File: src/rtl/fpu_instr_encoder_if.sv
// fpu_instr_encoder_if: request, issue and completion channels of the FPU instruction encoder
interface fpu_instr_encoder_if;
  logic        req_valid;
  logic        req_ready;
  logic [1:0]  req_fused;
  logic [4:0]  req_funct;
  logic [2:0]  req_rm;
  logic [4:0]  req_rd;
  logic [4:0]  req_rs1;
  logic [4:0]  req_rs2;
  logic [4:0]  req_rs3;
  logic [2:0]  frm;
  logic        instr_valid;
  logic        instr_ready;
  logic [31:0] instr;
  logic        resp_done;
  modport master (
    output req_valid, req_fused, req_funct, req_rm, req_rd, req_rs1, req_rs2, req_rs3, frm,
    output instr_ready, resp_done,
    input  req_ready, instr_valid, instr
  );
  modport slave (
    input  req_valid, req_fused, req_funct, req_rm, req_rd, req_rs1, req_rs2, req_rs3, frm,
    input  instr_ready, resp_done,
    output req_ready, instr_valid, instr
  );
endinterface

File: src/rtl/fpu_instr_encoder.sv
// fpu_instr_encoder: encodes Zhinx requests into OP-FP/R4 words, queues and issues them under a credit limit (optional FPU_DYN_RESOLVE_EN resolves RM_DYN from frm)
module fpu_instr_encoder #(
  parameter int DEPTH   = 4,
  parameter int MAX_OUT = 2
) (
  input  logic                     CLK,
  input  logic                     RST,
  fpu_instr_encoder_if.slave       s,
  output logic                     err_illegal,
  output logic                     err_underflow,
  output logic [$clog2(DEPTH):0]   fifo_count,
  output logic [$clog2(MAX_OUT):0] outstanding
);
  localparam int AW = $clog2(DEPTH);
  localparam int CW = AW + 1;
  localparam int OW = $clog2(MAX_OUT) + 1;
  localparam logic [4:0] FUNCT_ADD    = 5'b00000;
  localparam logic [4:0] FUNCT_SUB    = 5'b00001;
  localparam logic [4:0] FUNCT_MUL    = 5'b00010;
  localparam logic [4:0] FUNCT_DIV    = 5'b00011;
  localparam logic [4:0] FUNCT_SGNJ   = 5'b00100;
  localparam logic [4:0] FUNCT_MINMAX = 5'b00101;
  localparam logic [4:0] FUNCT_SQRT   = 5'b01011;
  localparam logic [4:0] FUNCT_COMP   = 5'b10100;
  localparam logic [4:0] FUNCT_CLASS  = 5'b11100;
  localparam logic [1:0] FMT_HALF     = 2'b10;

  logic [31:0]   mem [DEPTH];
  logic [AW-1:0] wr_ptr, rd_ptr;
  logic          fused, arith, known, rm_bad, dyn_bad, legal, accept, push, fire;
  logic [2:0]    rm_res, rm_eff;
  logic [4:0]    rs2_eff;
  logic [6:0]    opcode;
  logic [31:0]   word;

  assign fused = s.req_fused != 2'b00;
  assign arith = fused || s.req_funct inside {FUNCT_ADD, FUNCT_SUB, FUNCT_MUL, FUNCT_DIV, FUNCT_SQRT};

`ifdef FPU_DYN_RESOLVE_EN
  assign rm_res  = (arith && s.req_rm == 3'b111) ? s.frm : s.req_rm;
  assign dyn_bad = arith && s.req_rm == 3'b111 && s.frm inside {3'b101, 3'b110, 3'b111};
`else
  logic unused_frm;
  assign unused_frm = ^s.frm;
  assign rm_res  = s.req_rm;
  assign dyn_bad = 1'b0;
`endif

  // Legality check and field assembly of the encoded word
  always_comb begin
    known   = arith || s.req_funct inside {FUNCT_SGNJ, FUNCT_MINMAX, FUNCT_COMP, FUNCT_CLASS};
    rm_bad  = arith ? s.req_rm inside {3'b101, 3'b110} :
              s.req_funct == FUNCT_MINMAX ? s.req_rm > 3'b001 :
              s.req_funct inside {FUNCT_COMP, FUNCT_SGNJ} ? s.req_rm > 3'b010 : 1'b0;
    legal   = known && !rm_bad && !dyn_bad;
    rm_eff  = (!fused && s.req_funct == FUNCT_CLASS) ? 3'b001 : rm_res;
    rs2_eff = (!fused && s.req_funct inside {FUNCT_SQRT, FUNCT_CLASS}) ? 5'd0 : s.req_rs2;
    opcode  = !fused ? 7'b1010011 :
              s.req_fused == 2'b01 ? 7'b1000011 :
              s.req_fused == 2'b10 ? 7'b1000111 :
              s.req_funct[0] ? 7'b1001011 : 7'b1001111;
    word    = {fused ? s.req_rs3 : s.req_funct, FMT_HALF, rs2_eff, s.req_rs1, rm_eff, s.req_rd, opcode};
  end

  assign s.req_ready   = fifo_count != CW'(DEPTH);
  assign accept        = s.req_valid && s.req_ready;
  assign push          = accept && legal;
  assign s.instr_valid = fifo_count != '0 && outstanding < OW'(MAX_OUT);
  assign fire          = s.instr_valid && s.instr_ready;
  assign s.instr       = fifo_count != '0 ? mem[rd_ptr] : '0;

  // Word storage; entries are only visible while occupancy covers them, so no reset
  always_ff @(posedge CLK) if (push) mem[wr_ptr] <= word;

  // Pointers, occupancy, issue credits and error flags
  always_ff @(posedge CLK or posedge RST) begin
    if (RST) begin
      wr_ptr        <= '0;
      rd_ptr        <= '0;
      fifo_count    <= '0;
      outstanding   <= '0;
      err_illegal   <= 1'b0;
      err_underflow <= 1'b0;
    end else begin
      if (push) wr_ptr <= wr_ptr + 1'b1;
      if (fire) rd_ptr <= rd_ptr + 1'b1;
      fifo_count  <= fifo_count + CW'(push) - CW'(fire);
      outstanding <= outstanding + OW'(fire) - OW'(s.resp_done && (fire || outstanding != '0));
      err_illegal <= accept && !legal;
      if (s.resp_done && !fire && outstanding == '0) err_underflow <= 1'b1;
    end
  end
endmodule
File: src/flat_wrapper.sv
// flat-port wrapper written by rule: the top's interface ports become plain ports
module fpu_instr_encoder_flat 
#(
  parameter int DEPTH   = 4,
  parameter int MAX_OUT = 2
)
  (CLK, RST, err_illegal, err_underflow, fifo_count, outstanding, s_req_valid, s_req_fused, s_req_funct, s_req_rm, s_req_rd, s_req_rs1, s_req_rs2, s_req_rs3, s_frm, s_instr_ready, s_resp_done, s_req_ready, s_instr_valid, s_instr);
  fpu_instr_encoder_if s_i ();
  input  logic CLK;
  input  logic RST;
  output logic err_illegal;
  output logic err_underflow;
  output logic [$clog2(DEPTH):0] fifo_count;
  output logic [$clog2(MAX_OUT):0] outstanding;
  input wire logic [$bits(s_i.req_valid)-1:0] s_req_valid;
  input wire logic [$bits(s_i.req_fused)-1:0] s_req_fused;
  input wire logic [$bits(s_i.req_funct)-1:0] s_req_funct;
  input wire logic [$bits(s_i.req_rm)-1:0] s_req_rm;
  input wire logic [$bits(s_i.req_rd)-1:0] s_req_rd;
  input wire logic [$bits(s_i.req_rs1)-1:0] s_req_rs1;
  input wire logic [$bits(s_i.req_rs2)-1:0] s_req_rs2;
  input wire logic [$bits(s_i.req_rs3)-1:0] s_req_rs3;
  input wire logic [$bits(s_i.frm)-1:0] s_frm;
  input wire logic [$bits(s_i.instr_ready)-1:0] s_instr_ready;
  input wire logic [$bits(s_i.resp_done)-1:0] s_resp_done;
  output wire logic [$bits(s_i.req_ready)-1:0] s_req_ready;
  output wire logic [$bits(s_i.instr_valid)-1:0] s_instr_valid;
  output wire logic [$bits(s_i.instr)-1:0] s_instr;
  assign s_i.req_valid = s_req_valid;
  assign s_i.req_fused = s_req_fused;
  assign s_i.req_funct = s_req_funct;
  assign s_i.req_rm = s_req_rm;
  assign s_i.req_rd = s_req_rd;
  assign s_i.req_rs1 = s_req_rs1;
  assign s_i.req_rs2 = s_req_rs2;
  assign s_i.req_rs3 = s_req_rs3;
  assign s_i.frm = s_frm;
  assign s_i.instr_ready = s_instr_ready;
  assign s_i.resp_done = s_resp_done;
  assign s_req_ready = s_i.req_ready;
  assign s_instr_valid = s_i.instr_valid;
  assign s_instr = s_i.instr;
  fpu_instr_encoder #(.DEPTH(DEPTH), .MAX_OUT(MAX_OUT)) u_core (.CLK(CLK), .RST(RST), .s(s_i), .err_illegal(err_illegal), .err_underflow(err_underflow), .fifo_count(fifo_count), .outstanding(outstanding));
endmodule
File: config.mk
export PLATFORM = sky130hd
export DESIGN_NAME = fpu_instr_encoder_flat
export DESIGN_NICKNAME = d
export VERILOG_FILES = /design/src/rtl/fpu_instr_encoder_if.sv /design/src/rtl/fpu_instr_encoder.sv /design/src/flat_wrapper.sv
export SDC_FILE = /design/constraint.sdc
export NUM_CORES = 1
export LEC_CHECK = 0
export ABC_AREA = 1
export BUFFER_PORTS_ARGS = -buffer_cell sky130_fd_sc_hd__buf_4
export CAP_MARGIN = 25
export CORE_MARGIN = 5
export CORE_UTILIZATION = 30
export CTS_CLUSTER_SIZE = 40
export DETAILED_ROUTE_END_ITERATION = 7
export HOLD_SLACK_MARGIN = 0.05
export PLACE_DENSITY = 0.6
export SETUP_SLACK_MARGIN = 0.1
export SLEW_MARGIN = 25
export SYNTH_ARGS = -nofsm -noshare
export SYNTH_HDL_FRONTEND = slang
export SYNTH_SLANG_ARGS = --single-unit
File: constraint.sdc
create_clock -name CLK -period 2.7 [get_ports CLK]
set_input_delay 0.54 -clock CLK [delete_from_list [all_inputs] [get_ports CLK]]
set_output_delay 0.54 -clock CLK [all_outputs]
set_load 0.005 [all_outputs]
# Word-level counts from Yosys, hierarchy flattened
# Memory sizes are Yosys's and may differ from the RTL's.
# Cells that the tools add are included.
# totals
mem_count	1
output_inout_bits	41
ram_bits	120
inputBits	38
reg_bits	11
# mem_list
memory	words	width	read_ports	rd_ports_with_merged_regs	write_ports	line	rtl
u_core.mem	4	30	1	0	1	fpu_instr_encoder.sv:28	logic [31:0] mem [DEPTH];
# classes
mux	13
add_sub_neg	6
n_reduce_logical	28
eq_ne	13
magnitude_cmp	3
# ops
op	count
32-bit 2-to-1 mux	1
7-bit 2-to-1 mux	3
1-bit logical AND	11
5-bit by 2-bit equality test with 1-bit output (second input constant)	2
5-bit by 3-bit equality test with 1-bit output (second input constant)	2
5-bit equality test (second input constant)	2
5-bit 2-to-1 mux	2
2-bit nonzero test	5
3-bit equality test (second input constant)	2
3-bit 2-to-1 mux	2
5-bit by 1-bit equality test with 1-bit output (second input constant)	1
5-bit by 4-bit equality test with 1-bit output (second input constant)	1
5-bit logical NOT	1
1-bit 2-to-1 mux	5
5-bit nonzero test	1
2-bit by 1-bit adder with 2-bit output (second input constant)	2
1-bit logical NOT	4
4-bit nonzero test	1
3-bit by 1-bit adder with 3-bit output	1
3-bit by 1-bit > comparator with 1-bit output (second input constant)	1
3-bit by 2-bit > comparator with 1-bit output (second input constant)	1
1-bit logical OR	3
3-bit != test (second input constant)	1
3-bit nonzero test	1
other kinds (7)	7

# Longest topological paths before layout
# depth
ltp_word	10
depth_mapped	12
ltp_nobuf	12

# Worst setup path after synthesis
# OpenSTA, ideal clock, no wires.
# synth_path
kind	input to register
startpoint	in s_req_fused[0]
endpoint	mem u_core.mem[0][10] (netlist bit), enable pin
path_stages	5
setup_time_ps	409
slack_ps	78
t_arrival_ps	2213
t_required_ps	2291
n_path_buf	0
cell_sequence	nor2_8 -> nand3_2 -> nand3_1 -> nand4_4 -> nor2_1
# synth_between
elab_chain_len	8
word_cells_on_any_way	9
classes_between	3 x mux; 6 x reduce/logical
# synth_lines
element	line	rtl
start: declaration	flat_wrapper.sv:16	input wire logic [$bits(s_i.req_fused)-1:0] s_req_fused;
2-bit nonzero test (*)	fpu_instr_encoder.sv:36	assign fused = s.req_fused != 2'b00;
1-bit logical OR (*)	fpu_instr_encoder.sv:37	assign arith = fused || s.req_funct inside {FUNCT_ADD, FUNCT_SUB, FUNCT_MUL, FUNCT_DIV, FUNCT_SQRT};
1-bit 2-to-1 mux	fpu_instr_encoder.sv:52	rm_bad = arith ? s.req_rm inside {3'b101, 3'b110} :
1-bit logical NOT	fpu_instr_encoder.sv:55	legal = known && !rm_bad && !dyn_bad;
1-bit logical AND (*)	fpu_instr_encoder.sv:55	
1-bit logical AND (*)	fpu_instr_encoder.sv:67	assign push = accept && legal;
1-bit 2-to-1 mux (*)	fpu_instr_encoder.sv:73	always_ff @(posedge CLK) if (push) mem[wr_ptr] <= word;
1-bit 2-to-1 mux (not written as such) (*)	fpu_instr_encoder.sv:73	
end: declaration	fpu_instr_encoder.sv:28	
# Mark *: on every way between the ends. The rest lies on a longest branch, timed or not.

# Worst setup path in the final report
# layout_path
startpoint	reg u_core.rd_ptr[1]
endpoint	out s_instr[4]
# layout_between
elab_chain_len	2
# layout_lines
element	line	rtl
start: declaration	fpu_instr_encoder.sv:29	logic [AW-1:0] wr_ptr, rd_ptr;
start signal: assignment	fpu_instr_encoder.sv:86	if (fire) rd_ptr <= rd_ptr + 1'b1;
memory read 4 x 30 bit	--	
32-bit 2-to-1 mux	fpu_instr_encoder.sv:70	assign s.instr = fifo_count != '0 ? mem[rd_ptr] : '0;
end: declaration	flat_wrapper.sv:28	output wire logic [$bits(s_i.instr)-1:0] s_instr;
# No other way between the ends.

==> Flow_metrics.wiki <==
{| class="wikitable"
! Metric !! Value
|-
| Mapped Cells || 450
|-
| Area leader, netlist || sky130_fd_sc_hd__edfxtp_1
|-
| Number of core rows || 47
|-
| Leading cell types by count after synthesis || 121 x sky130_fd_sc_hd__nor2_1, 104 x sky130_fd_sc_hd__edfxtp_1, 30 x sky130_fd_sc_hd__inv_1, 29 x sky130_fd_sc_hd__o21ai_1, 28 x sky130_fd_sc_hd__a21oi_1
|-
| Number of register bits inferred by synthesis || 115
|-
| Outcome || finished clean
|-
| Total area of multi-input combinational cells || 1420 um^2
|-
| Synth Flop Type || sky130_fd_sc_hd__edfxtp_1
|-
| Wirelength, routed || 11,200 um
|-
| Vias per cell || 4.43
|-
| Share of total power in sequential cells || 0.333
|-
| Data arrival time of the worst path || 1.87 ns
|-
| TritonCTS clock tree || built
|-
| H-tree depth reported by CTS || 4
|-
| Area taken by flip-flops and latches || 3400 um^2
|-
| Post-route clock period utilization || 0.894
|-
| Number of vias in the routed layout || 3,379
|-
| Largest fanout of any net on the critical path || 26
|-
| Largest buffer count on any clock path || 2
|-
| Required time of the critical path || 2.16 ns
|-
| Setup slack, reg-to-reg || 0.44 ns
|-
| Transition time at the pin with the least slew margin || 0.641 ns
|-
| Starting density of the core || 0.305
|-
| Accumulated negative setup slack || 0 ns
|-
| Number of flops mapped to enable cells by yosys || 104
|-
| Aggregate global routing overflow || 0
|-
| Ys Warns || 0
|-
| Power Density || 1100 nW/um^2
|-
| Worst relative slew slack || 0.571
|-
| Global routing usage on met2 || 0.200
|-
| Total power after layout || 0.00717 W
|-
| Min-delay worst type || input port to asynchronous set/reset pin
|-
| Unique cell type count in the Yosys netlist || 34
|-
| Post-layout minimum cycle time || 2.41 ns
|-
| Finish-stage setup viols || 0
|-
| Number of gates resized after cts || 1
|-
| FF-to-FF path depth || 12
|-
| Psw || 0.00235 W
|-
| Static leakage || 2.54 nW
|-
| Slowest Stage Delay on Critical Path || 0.60 ns
|-
| Internal power || 0.00482 W
|-
| Post-DRT Antenna Nets || 0
|-
| RSZ-0062 raised after global routing || false
|-
| Final number of max-transition violations || 0
|-
| Die Outline Area || 19,600 um^2
|-
| Maximum clock skew at final layout || 0.0116 ns
|-
| Detailed-router iteration count before antenna repair || 4
|-
| N_diodes || 0
|-
| Placeable core region || 16,600 um^2
|-
| Max VDD drop || 599 uV
|-
| Maximum clock rate || 414 MHz
|-
| MaxCap Viol Count || 0
|-
| Met3 demand-to-capacity share in global routing || 0.0341
|-
| Final Hold Violating Endpoints || 0
|-
| Top area cells in the synthesized netlist || sky130_fd_sc_hd__edfxtp_1 62%, sky130_fd_sc_hd__nor2_1 9.0%, sky130_fd_sc_hd__dfrtp_1 5.4%, sky130_fd_sc_hd__o21ai_1 2.9%, sky130_fd_sc_hd__a21oi_1 2.8%
|-
| Layer with the highest usage || met2
|-
| Cell-by-cell trace of the critical path || inv_4 -> nor2_1 -> o21ai_0 -> a21oi_1 -> buf_4
|-
| Filler cell count in the final layout || 1,590
|-
| Most instantiated library cell after synthesis || sky130_fd_sc_hd__nor2_1
|-
| Clock-pin slew on the worst setup and hold paths || 0.06 ns
|-
| Final weighted congestion in routability-driven placement || 0.725
|-
| Post-synth top area share || 0.617
|-
| Syn Std Cell Area || 5060 um^2
|-
| Share of async-settable or async-resettable flops after synthesis || 0.0957
|-
| DRC Markers || 0
|-
| Die Y-Extent || 140 um
|-
| Number of buffers inserted during clock tree synthesis || 17
|-
| Number of top-level design ports || 79
|-
| Switching power as a share of total power || 0.328
|-
| Number of clock sinks seen by CTS || 115
|-
| Vias in the first global route || 3,514
|-
| Largest net degree at the start of global routing || 53
|-
| Critical path type || register to primary output
|-
| HPWL Detailed || 7160 um
|-
| Fraction of met1 tracks used by global routing || 0.144
|-
| Starting DRT DRC Count || 212
|-
| Ratio of cells with drive above 1 in the final layout || 0.273
|-
| Relative area change from synthesis to final layout || 29.1%
|-
| Standard cell with the maximum stage delay on the critical path || sky130_fd_sc_hd__dfrtp_2
|-
| Total Nets Final || 577
|-
| Post-synthesis average cell area || 11.3 um^2
|-
| Setup bufs post-CTS || 0
|-
| Part of the power in combinational logic || 0.353
|-
| Detailed-route wire length per cell || 14.7 um
|-
| Critical Path Sink Type || primary output
|-
| Cell chosen for the clock root || sky130_fd_sc_hd__clkbuf_16
|-
| Quantity of I/O buffers inserted on ports || 73
|-
| DIE WIDTH || 140 um
|-
| Clock latency on the worst-skew pair || 0.40 ns
|-
| Overall global routing resource usage || 0.117
|-
| Sequential share of the synthesized area || 0.671
|-
| Hold-fix buffers at CTS || 0
|-
| Clock Power Share || 0.314
|-
| First-pass GRT wire length || 17,900 um
|-
| Number of antenna violations at the first check in global routing || 0
|-
| CP Launch Type || register
|}
## sequential cells by signal (all words and copies together) (netlist names)
name / cells
u_core.rd_ptr: 2
u_core.err_underflow: 1
u_core.mem: 104
u_core.outstanding: 2
u_core.wr_ptr: 2
u_core.fifo_count: 3
u_core.err_illegal: 1
## per-layer routing
layer | wire length (um) | vias to the layer above
li1 | - | 1689
met1 | 4940 | 1605
met2 | 5650 | 73
met3 | 540 | 12
met4 | 95 | 0
met5 | 0 | -
## per-stage QoR
step	util	hold WS [ns]	worst slack (ns)	instances	cell area [um^2]
after CTS	0.394	0.159	0.144	763	6530
after floorplan	-	0.392	0.0777	451	5070
after global placement	0.357	0.467	0.240	731	5920
after detailed placement	0.357	0.472	0.289	731	5920
final	0.394	0.159	0.287	763	6540
after global routing	0.394	0.186	0.124	763	6540
## cells in the final DEF, fill, tap and decap left out, drive strengths merged, types with 8 or more instances in the layout
master	n
a21oi	28
buf	83
clkbuf	18
dfrtp	11
edfxtp	104
ha	8
inv	41
nand2	23
nand3	12
nor2	128
o21ai	55
## worst paths after layout
check	startpoint	end
max	u_core.rd_ptr[1]	s_instr[4]
max reg2reg	u_core.fifo_count[1]	u_core.fifo_count[1]
min in group CLK	s_req_rs1[0]	u_core.mem[3][15]
max in group asynchronous	RST	u_core.rd_ptr[0]
min reg2reg	u_core.err_underflow	u_core.err_underflow
min	RST	u_core.fifo_count[0]
## critical path: cells and delay by family, from the launching register on
| family | cells | cell delay (ns) |
|---|---|---|
| AOI/OAI and AO/OA | 2 | 0.32 |
| DFF | 1 | 0.60 |
| buffers and inverters | 2 | 0.39 |
| and+or+nand+nor | 1 | 0.14 |
## final cells by class
cell class | count | share of cell area
sequential | 115 | 0.520
tap | 220 | 0.0421
clock buffer | 18 | 0.0657
multi-input combinational | 274 | 0.218
clock inverter | 14 | 0.0274
inverter | 39 | 0.0228
timing repair buffer | 83 | 0.104
## power groups by stage
stage          Combinational [W]  Clock [W]  Sequential (W)
2_1_floorplan            0.00144          0         0.00236
3_3_place_gp             0.00254          0         0.00241
3_5_place_dp             0.00259          0         0.00242
4_1_cts                  0.00259    0.00229         0.00239
5_1_grt                  0.00286    0.00237         0.00242
6_report                 0.00253    0.00225         0.00239
## cell families after synthesis
| kind of cell | count (synthesis) | share of synthesized area |
|---|---|---|
| buf+inv | 62 | 0.0509 |
| fa+ha+maj | 9 | 0.0237 |
| xor+xnor | 6 | 0.0104 |
| other cells | 1 | 0.000740 |
| simple gates | 166 | 0.141 |
| flops | 115 | 0.671 |
| mux | 2 | 0.00445 |
| compound gates | 89 | 0.0976 |
Note: power is estimated with default switching activity, not from simulation.
